--- src/rtl/dmem_arbiter.sv ---
// dmem_arbiter: round-robin arbiter sharing one fixed-latency data memory
// between the core load/store unit and the debug/program-loader port.
module dmem_arbiter #(
  parameter int ADDR_W  = 32,
  parameter int DEPTH   = 256,
  parameter int MEM_LAT = 1
) (
  input  logic                     clk,
  input  logic                     rst,
  input  logic                     core_req,
  input  logic                     core_we,
  input  logic [ADDR_W-1:0]        core_addr,
  input  logic [31:0]              core_wdata,
  input  logic [3:0]               core_wstrb,
  output logic                     core_ack,
  output logic [31:0]              core_rdata,
  output logic                     core_err,
  output logic                     core_stall,
  input  logic                     dbg_req,
  input  logic                     dbg_we,
  input  logic [ADDR_W-1:0]        dbg_addr,
  input  logic [31:0]              dbg_wdata,
  input  logic [3:0]               dbg_wstrb,
  input  logic                     dbg_lock,
  output logic                     dbg_ack,
  output logic [31:0]              dbg_rdata,
  output logic                     dbg_err,
  output logic                     mem_en,
  output logic                     mem_we,
  output logic [$clog2(DEPTH)-1:0] mem_addr,
  output logic [31:0]              mem_wdata,
  output logic [3:0]               mem_wstrb,
  input  logic [31:0]              mem_rdata
);

  localparam int AW = $clog2(DEPTH);
  localparam logic [ADDR_W-3:0] DEPTH_W = (ADDR_W-2)'(DEPTH);

  typedef enum logic [1:0] {
    S_IDLE,
    S_ISSUE,
    S_WAIT,
    S_RESP
  } state_t;

  state_t state_q, state_d;

  logic [2:0]    cnt_q, cnt_d;
  logic          last_dbg_q, last_dbg_d;
  logic          lock_q, lock_d;
  logic          we_q, we_d;

  logic          mem_en_q, mem_en_d;
  logic          mem_we_q, mem_we_d;
  logic [AW-1:0] mem_addr_q, mem_addr_d;
  logic [31:0]   mem_wdata_q, mem_wdata_d;
  logic [3:0]    mem_wstrb_q, mem_wstrb_d;

  logic          core_ack_q, core_ack_d;
  logic [31:0]   core_rdata_q, core_rdata_d;
  logic          core_err_q, core_err_d;
  logic          dbg_ack_q, dbg_ack_d;
  logic [31:0]   dbg_rdata_q, dbg_rdata_d;
  logic          dbg_err_q, dbg_err_d;

  logic              core_ok;
  logic              any_req;
  logic              pick_dbg;
  logic              sel_we;
  logic [ADDR_W-1:0] sel_addr;
  logic [31:0]       sel_wdata;
  logic [3:0]        sel_wstrb;
  logic              sel_bad;

  // A held lock makes dbg the only eligible requester.
  always_comb begin
    core_ok   = core_req & ~lock_q;
    any_req   = core_ok | dbg_req;
    pick_dbg  = dbg_req & (~core_ok | ~last_dbg_q);
    sel_we    = pick_dbg ? dbg_we    : core_we;
    sel_addr  = pick_dbg ? dbg_addr  : core_addr;
    sel_wdata = pick_dbg ? dbg_wdata : core_wdata;
    sel_wstrb = pick_dbg ? dbg_wstrb : core_wstrb;
    sel_bad   = (sel_addr[1:0] != 2'b00) ||
                (sel_addr[ADDR_W-1:2] >= DEPTH_W);
  end

  logic        resp_go;
  logic        resp_err;
  logic [31:0] resp_data;

  always_comb begin
    state_d     = state_q;
    cnt_d       = cnt_q;
    last_dbg_d  = last_dbg_q;
    lock_d      = lock_q;
    we_d        = we_q;
    mem_en_d    = 1'b0;
    mem_we_d    = 1'b0;
    mem_addr_d  = '0;
    mem_wdata_d = '0;
    mem_wstrb_d = '0;
    resp_go     = 1'b0;
    resp_err    = 1'b0;
    resp_data   = '0;

    unique case (state_q)
      S_IDLE: begin
        if (any_req) begin
          last_dbg_d = pick_dbg;
          lock_d     = lock_q | (pick_dbg & dbg_lock);
          we_d       = sel_we;
          if (sel_bad) begin
            state_d  = S_RESP;
            resp_go  = 1'b1;
            resp_err = 1'b1;
          end else begin
            state_d     = S_ISSUE;
            mem_en_d    = 1'b1;
            mem_we_d    = sel_we;
            mem_addr_d  = sel_addr[2 +: AW];
            mem_wdata_d = sel_wdata;
            mem_wstrb_d = sel_wstrb;
          end
        end else if (!dbg_lock && !dbg_req) begin
          lock_d = 1'b0;
        end
      end
      S_ISSUE: begin
        cnt_d   = 3'(MEM_LAT);
        state_d = S_WAIT;
      end
      S_WAIT: begin
        cnt_d = cnt_q - 3'd1;
        if (cnt_q == 3'd1) begin
          state_d   = S_RESP;
          resp_go   = 1'b1;
          resp_data = we_q ? 32'h0 : mem_rdata;
        end
      end
      S_RESP: begin
        state_d = S_IDLE;
        if (!dbg_lock) lock_d = 1'b0;
      end
      default: state_d = S_IDLE;
    endcase
  end

  // Steer the response to whichever port owns the current slot.
  always_comb begin
    core_ack_d   = 1'b0;
    core_rdata_d = '0;
    core_err_d   = 1'b0;
    dbg_ack_d    = 1'b0;
    dbg_rdata_d  = '0;
    dbg_err_d    = 1'b0;
    unique case (1'b1)
      resp_go & last_dbg_d: begin
        dbg_ack_d   = 1'b1;
        dbg_rdata_d = resp_data;
        dbg_err_d   = resp_err;
      end
      resp_go & ~last_dbg_d: begin
        core_ack_d   = 1'b1;
        core_rdata_d = resp_data;
        core_err_d   = resp_err;
      end
      default: ;
    endcase
  end

  always_ff @(posedge clk or posedge rst) begin
    if (rst) begin
      state_q      <= S_IDLE;
      cnt_q        <= '0;
      last_dbg_q   <= 1'b1;
      lock_q       <= 1'b0;
      we_q         <= 1'b0;
      mem_en_q     <= 1'b0;
      mem_we_q     <= 1'b0;
      mem_addr_q   <= '0;
      mem_wdata_q  <= '0;
      mem_wstrb_q  <= '0;
      core_ack_q   <= 1'b0;
      core_rdata_q <= '0;
      core_err_q   <= 1'b0;
      dbg_ack_q    <= 1'b0;
      dbg_rdata_q  <= '0;
      dbg_err_q    <= 1'b0;
    end else begin
      state_q      <= state_d;
      cnt_q        <= cnt_d;
      last_dbg_q   <= last_dbg_d;
      lock_q       <= lock_d;
      we_q         <= we_d;
      mem_en_q     <= mem_en_d;
      mem_we_q     <= mem_we_d;
      mem_addr_q   <= mem_addr_d;
      mem_wdata_q  <= mem_wdata_d;
      mem_wstrb_q  <= mem_wstrb_d;
      core_ack_q   <= core_ack_d;
      core_rdata_q <= core_rdata_d;
      core_err_q   <= core_err_d;
      dbg_ack_q    <= dbg_ack_d;
      dbg_rdata_q  <= dbg_rdata_d;
      dbg_err_q    <= dbg_err_d;
    end
  end

  assign mem_en     = mem_en_q;
  assign mem_we     = mem_we_q;
  assign mem_addr   = mem_addr_q;
  assign mem_wdata  = mem_wdata_q;
  assign mem_wstrb  = mem_wstrb_q;
  assign core_ack   = core_ack_q;
  assign core_rdata = core_rdata_q;
  assign core_err   = core_err_q;
  assign dbg_ack    = dbg_ack_q;
  assign dbg_rdata  = dbg_rdata_q;
  assign dbg_err    = dbg_err_q;
  assign core_stall = core_req & ~core_ack_q;

endmodule

--- config.mk ---
export PLATFORM = sky130hd
export DESIGN_NAME = dmem_arbiter
export DESIGN_NICKNAME = d
export VERILOG_FILES = /design/src/rtl/dmem_arbiter.sv
export SDC_FILE = /design/constraint.sdc
export NUM_CORES = 1
export LEC_CHECK = 0
export CAP_MARGIN = 20
export CORE_UTILIZATION = 30
export DETAILED_ROUTE_END_ITERATION = 10
export PLACE_DENSITY = 0.67
export SETUP_SLACK_MARGIN = 0.15
export SLEW_MARGIN = 20
export SYNTH_ARGS = -nofsm -noshare
export SYNTH_HDL_FRONTEND = slang
export SYNTH_SLANG_ARGS = --single-unit
--- constraint.sdc ---
create_clock -name clk -period 8.41 [get_ports clk]
set_input_delay 0.841 -clock clk [delete_from_list [all_inputs] [get_ports clk]]
set_output_delay 0.841 -clock clk [all_outputs]
set_load 0.05 [all_outputs]
### Word-level counts from Yosys, hierarchy flattened

Cells that the tools add are included.

| word-level totals | value |
|---|---|
| bits in registers | 122 |
| bits in latches | 0 |
| RAM bits | 0 |
| bits in read-only memories | 0 |
| output and inout port bits | 115 |
| memories | 0 |

| cells by class | value |
|---|---|
| $add $sub $neg | 1 |
| $mul | 0 |
| divide/modulo/power cells | 0 |
| order comparisons | 1 |
| equal/unequal tests | 8 |
| shifts and indexed selects | 0 |
| muxes and demuxes | 44 |
| bitwise logic cells | 14 |
| reductions and logical operators | 11 |

Operator list:

| kind | count |
|---|---|
| 2-to-1 mux 32 bit | 10 |
| greater-or-equal comparator 30 x 9 -> 1 bit, second input constant | 1 |
| 2-to-1 mux 8 bit | 3 |
| 2-to-1 mux 1 bit | 20 |
| 2-to-1 mux 4 bit | 4 |
| one-hot mux 2 bit (4 select lines) | 1 |
| bitwise AND 1 bit | 6 |
| 2-to-1 mux 2 bit | 3 |
| != test 2 bit, second input constant | 3 |
| one-hot mux 3 bit (2 select lines) | 1 |
| nonzero test 2 bit | 3 |
| inverter 1 bit | 5 |
| equality test 2 bit, second input constant | 2 |
| one-hot mux 1 bit (2 select lines) | 2 |
| AND reduction 2 bit | 2 |
| equality test 3 x 1 -> 1 bit, second input constant | 1 |
| != test 3 bit, second input constant | 1 |
| bitwise OR 1 bit | 3 |
| AND reduction 3 bit | 1 |
| subtractor 3 x 1 -> 3 bit, second input constant | 1 |
| equality test 2 x 1 -> 1 bit, second input constant | 1 |
| logical NOT 1 bit | 2 |
| logical NOT 2 bit | 1 |
| logical AND 1 bit | 1 |
| logical OR 1 bit | 1 |

### Logic depth before layout (Yosys ltp)

| depth | value |
|---|---|
| depth after elaboration | 13 |
| depth in mapped cells | 8 |
| mapped depth without buffers | 6 |

### Worst setup path after synthesis

No wires, ideal clock.

| path | value |
|---|---|
| path type | input to output |
| start | input core_req |
| end | output core_stall |
| data arrival time | 1.548 ns |
| required time | 7.569 ns |
| setup slack | 6.021 ns |
| stages | 1 |
| cells stage by stage | nor2b_1 |

| between the ends | value |
|---|---|
| word-level cells in the longest chain between the ends | 1 |

RTL lines:

| element | line | text |
|---|---|---|
| start: declaration | 10 | `input logic core_req,` |
| bitwise AND 1 bit | 221 | `assign core_stall = core_req & ~core_ack_q;` |
| end: declaration | 18 | `output logic core_stall,` |

Every way passes these cells.

### Worst setup path in the final report

Same ends and word-level chain as after synthesis.

==> flow_summary.json <==
{
  "ys_warn_count": 0,
  "grt_pass1_vias": 4431,
  "endpoint_kind": "primary output",
  "pre_cts_ws_ps": 5110,
  "synthCells": 405,
  "grt_overflow": 0,
  "synth_cell_type_count": 35,
  "io_pins": 290,
  "synth_compound_area_share_pct": 2.78,
  "critPathLaunchType": "input port",
  "fin_crit_ps": 3300,
  "path_buf_inv": 2,
  "synth_area_leaders": "dfrtp_1 (64%), mux2i_1 (9.7%), nor2_1 (5.4%), nor3_1 (3.8%), nand2_1 (2.9%)",
  "clock_skew_ps": 7.17,
  "final_util_pct": 55.1,
  "antenna_found_initial": 0,
  "yosys.cell_count.top_type": "dfrtp_1",
  "period_share_pct": 39.2,
  "cts-hold-fix-buffers": 0,
  "setup_tns_ps": 0,
  "multiInputGateArea_um2": 1520,
  "dp_hpwl_um": 10900,
  "nets": 872,
  "power_leakage_nw": 3.72,
  "fp.dieArea_um2": 16300,
  "cts.repair.resized": 0,
  "report.final.slew_viol_count": 0,
  "seq_area_frac_synth_pct": 64.6,
  "ys_ff_latch": 122,
  "hp-class": "reg2reg",
  "place_congestion": 0.786,
  "fin_ws_ps": 5110,
  "htreeDepth": 4,
  "hold_viol": 0,
  "slowest_stage": "clkdlybuf4s50_1",
  "dieWidth_um": 127,
  "diodes": 0,
  "core_um2": 15300,
  "num_rows": 45,
  "dp.cells": 884,
  "setup_violations": 0,
  "async_flop_share_pct": 100,
  "cp.arrival_ps": 2450,
  "post_cts_buffers": 0,
  "synth_nets": 585,
  "maxSlewHeadroom_pct": 30.0,
  "root_buffer": "clkbuf_16",
  "synthXorXnorAreaFrac_pct": 0,
  "ant_nets": 0,
  "synthMuxAreaShare_pct": 9.75,
  "hold_ws_ps": 521,
  "cts_made_buffers": 17,
  "final_cells": 916,
  "crit_top_cell": "clkdlybuf4s50_1",
  "yosysTopAreaCell": "dfrtp_1",
  "clk_pin_slew_ps": 60,
  "track_usage_pct": 18.6,
  "peakVddDrop_uv": 152,
  "seqCellArea_um2": 3050,
  "cp_max_fo": 3,
  "drive_gt1_share_pct": 8.09,
  "syn_area_um2": 4720,
  "pwr_density_cell_nw_per_um2": 264,
  "clkLatencyLatePin_ps": 400,
  "area_growth_pct": 77.8,
  "synth_top_family_by_area": "simple AND/OR/NAND/NOR gates",
  "drc": 0,
  "cap_violations": 0,
  "vias_per_cell": 4.50,
  "num_vias": 4121,
  "tightest_slew_ps": 1050,
  "crit_chain": "clkdlybuf4s50_1 -> nor2b_1 -> clkdlybuf4s50_1",
  "start_util_pct": 31.0,
  "crit_family": "buffers and inverters",
  "rsz0062_at_grt": "false",
  "clock-sinks": 122,
  "clock.fmax_mhz": 303,
  "nFillCells": 1336,
  "synth-edff-count": 0,
  "synth_top_area_share_pct": 64.1,
  "routed_wl_um": 14800,
  "grt_pass1_wl_um": 22700,
  "place.port_buffers": 289,
  "avgSynthCellArea_um2": 11.7,
  "clockBufferDepth": 2,
  "cp.required_ps": 7570,
  "die_y_um": 127,
  "slowest_delay_ps": 830,
  "first_iter_violations": 165,
  "cts_tree": "done",
  "wl_per_cell_um": 16.2,
  "drtPass1Iterations": 4,
  "worstSetupPathType": "in2out",
  "grt_max_degree": 64,
  "synth_flop_cell": "dfrtp_1",
  "synthSimpleGateAreaFrac_pct": 17.9,
  "status": "finished clean",
  "synthTopCellsByCount": "dfrtp_1 (121), nor2_1 (68), mux2i_1 (46)",
  "synth_adder_area_share_pct": 1.32
}
-- state kept, by name, indices dropped and copies added, names as in the netlist --
signal,count
core_err,1
mem_en,1
core_ack,1
dbg_err,1
mem_wstrb,4
state_q,2
last_dbg_q,1
core_rdata,32
mem_we,1
mem_addr,8
mem_wdata,32
lock_q,1
dbg_rdata,32
dbg_ack,1
cnt_q,3
we_q,1
-- layout by cell type, fill, tap and decap left out, types with 3 or more instances in the layout --
master and count:
buf_4 5, clkbuf_16 17, clkdlybuf4s50_1 289, clkinv_2 4, clkinv_4 4, dfrtp_1 121
ha_1 5, inv_1 10, mux2i_1 46, nand2_1 35, nand4_1 3, nor2_1 67
nor3_1 36, nor3_2 9, nor4_1 12, o21ai_0 4
-- cells by family (layout without fill, tap and decap cells) --
group           after synthesis  in the layout
simple gates                176            176
flops                       122            122
mux                          46             46
buf+inv                      38            338
compound gates               18             18
fa+ha+maj                     5              5
-- final cells by class --
type                            instances  share of cell area, %
Sequential cell                       122                   36.4
Timing Repair Buffer                  294                   34.9
Multi-Input combinational cell        245                   18.1
Clock buffer                           18                   5.23
Tap cell                              211                   3.14
Clock inverter                         14                   1.76
Inverter                               12                  0.566
-- worst paths after layout --
kind                       slack (ps)             end  cells past startpoint       start
min in group asynchronous         930     mem_addr[0]                      2         rst
setup / recovery                 5110      core_stall                      3    core_req
hold / removal                    520            we_q                      2        we_q
setup reg to reg                 6150  core_rdata[17]                      7  state_q[1]
hold reg to reg                   520            we_q                      2        we_q
max in group asynchronous        6220   core_rdata[6]                      3         rst
-- metal layers --
| layer | global-route usage (%) | up-vias | share of wire (%) |
|---|---|---|---|
| met4 | 7.63 | 0 | 1.8 |
| met3 | 5.03 | 16 | 5.8 |
| met2 | 34.2 | 161 | 55 |
| met1 | 20.2 | 2009 | 38 |
| met5 | 0 | - | 0 |
| li1 | - | 1935 | - |
-- power by group --
group | internal (mW) | switching [mW] | leakage [nW]
clock network | 0.445 | 0.265 | 0.286
logic | 0.280 | 0.528 | 1.76
registers | 0.665 | 0.0337 | 1.68
total | 1.39 | 0.827 | 3.72
-- worst min-delay path, stage by stage (launching register included) --
cell and delay (ps):
dfrtp_1 360, nand2_1 50, o21ai_0 70
-- through the flow --
step | power (mW) | area (um^2)
floorplan | 1.22 | 4720
global placement | 1.50 | 7810
detailed placement | 1.52 | 7810
CTS | 2.24 | 8400
global route | 2.33 | 8400
finish | 2.22 | 8400
Note: power is estimated with default switching activity, not from simulation.
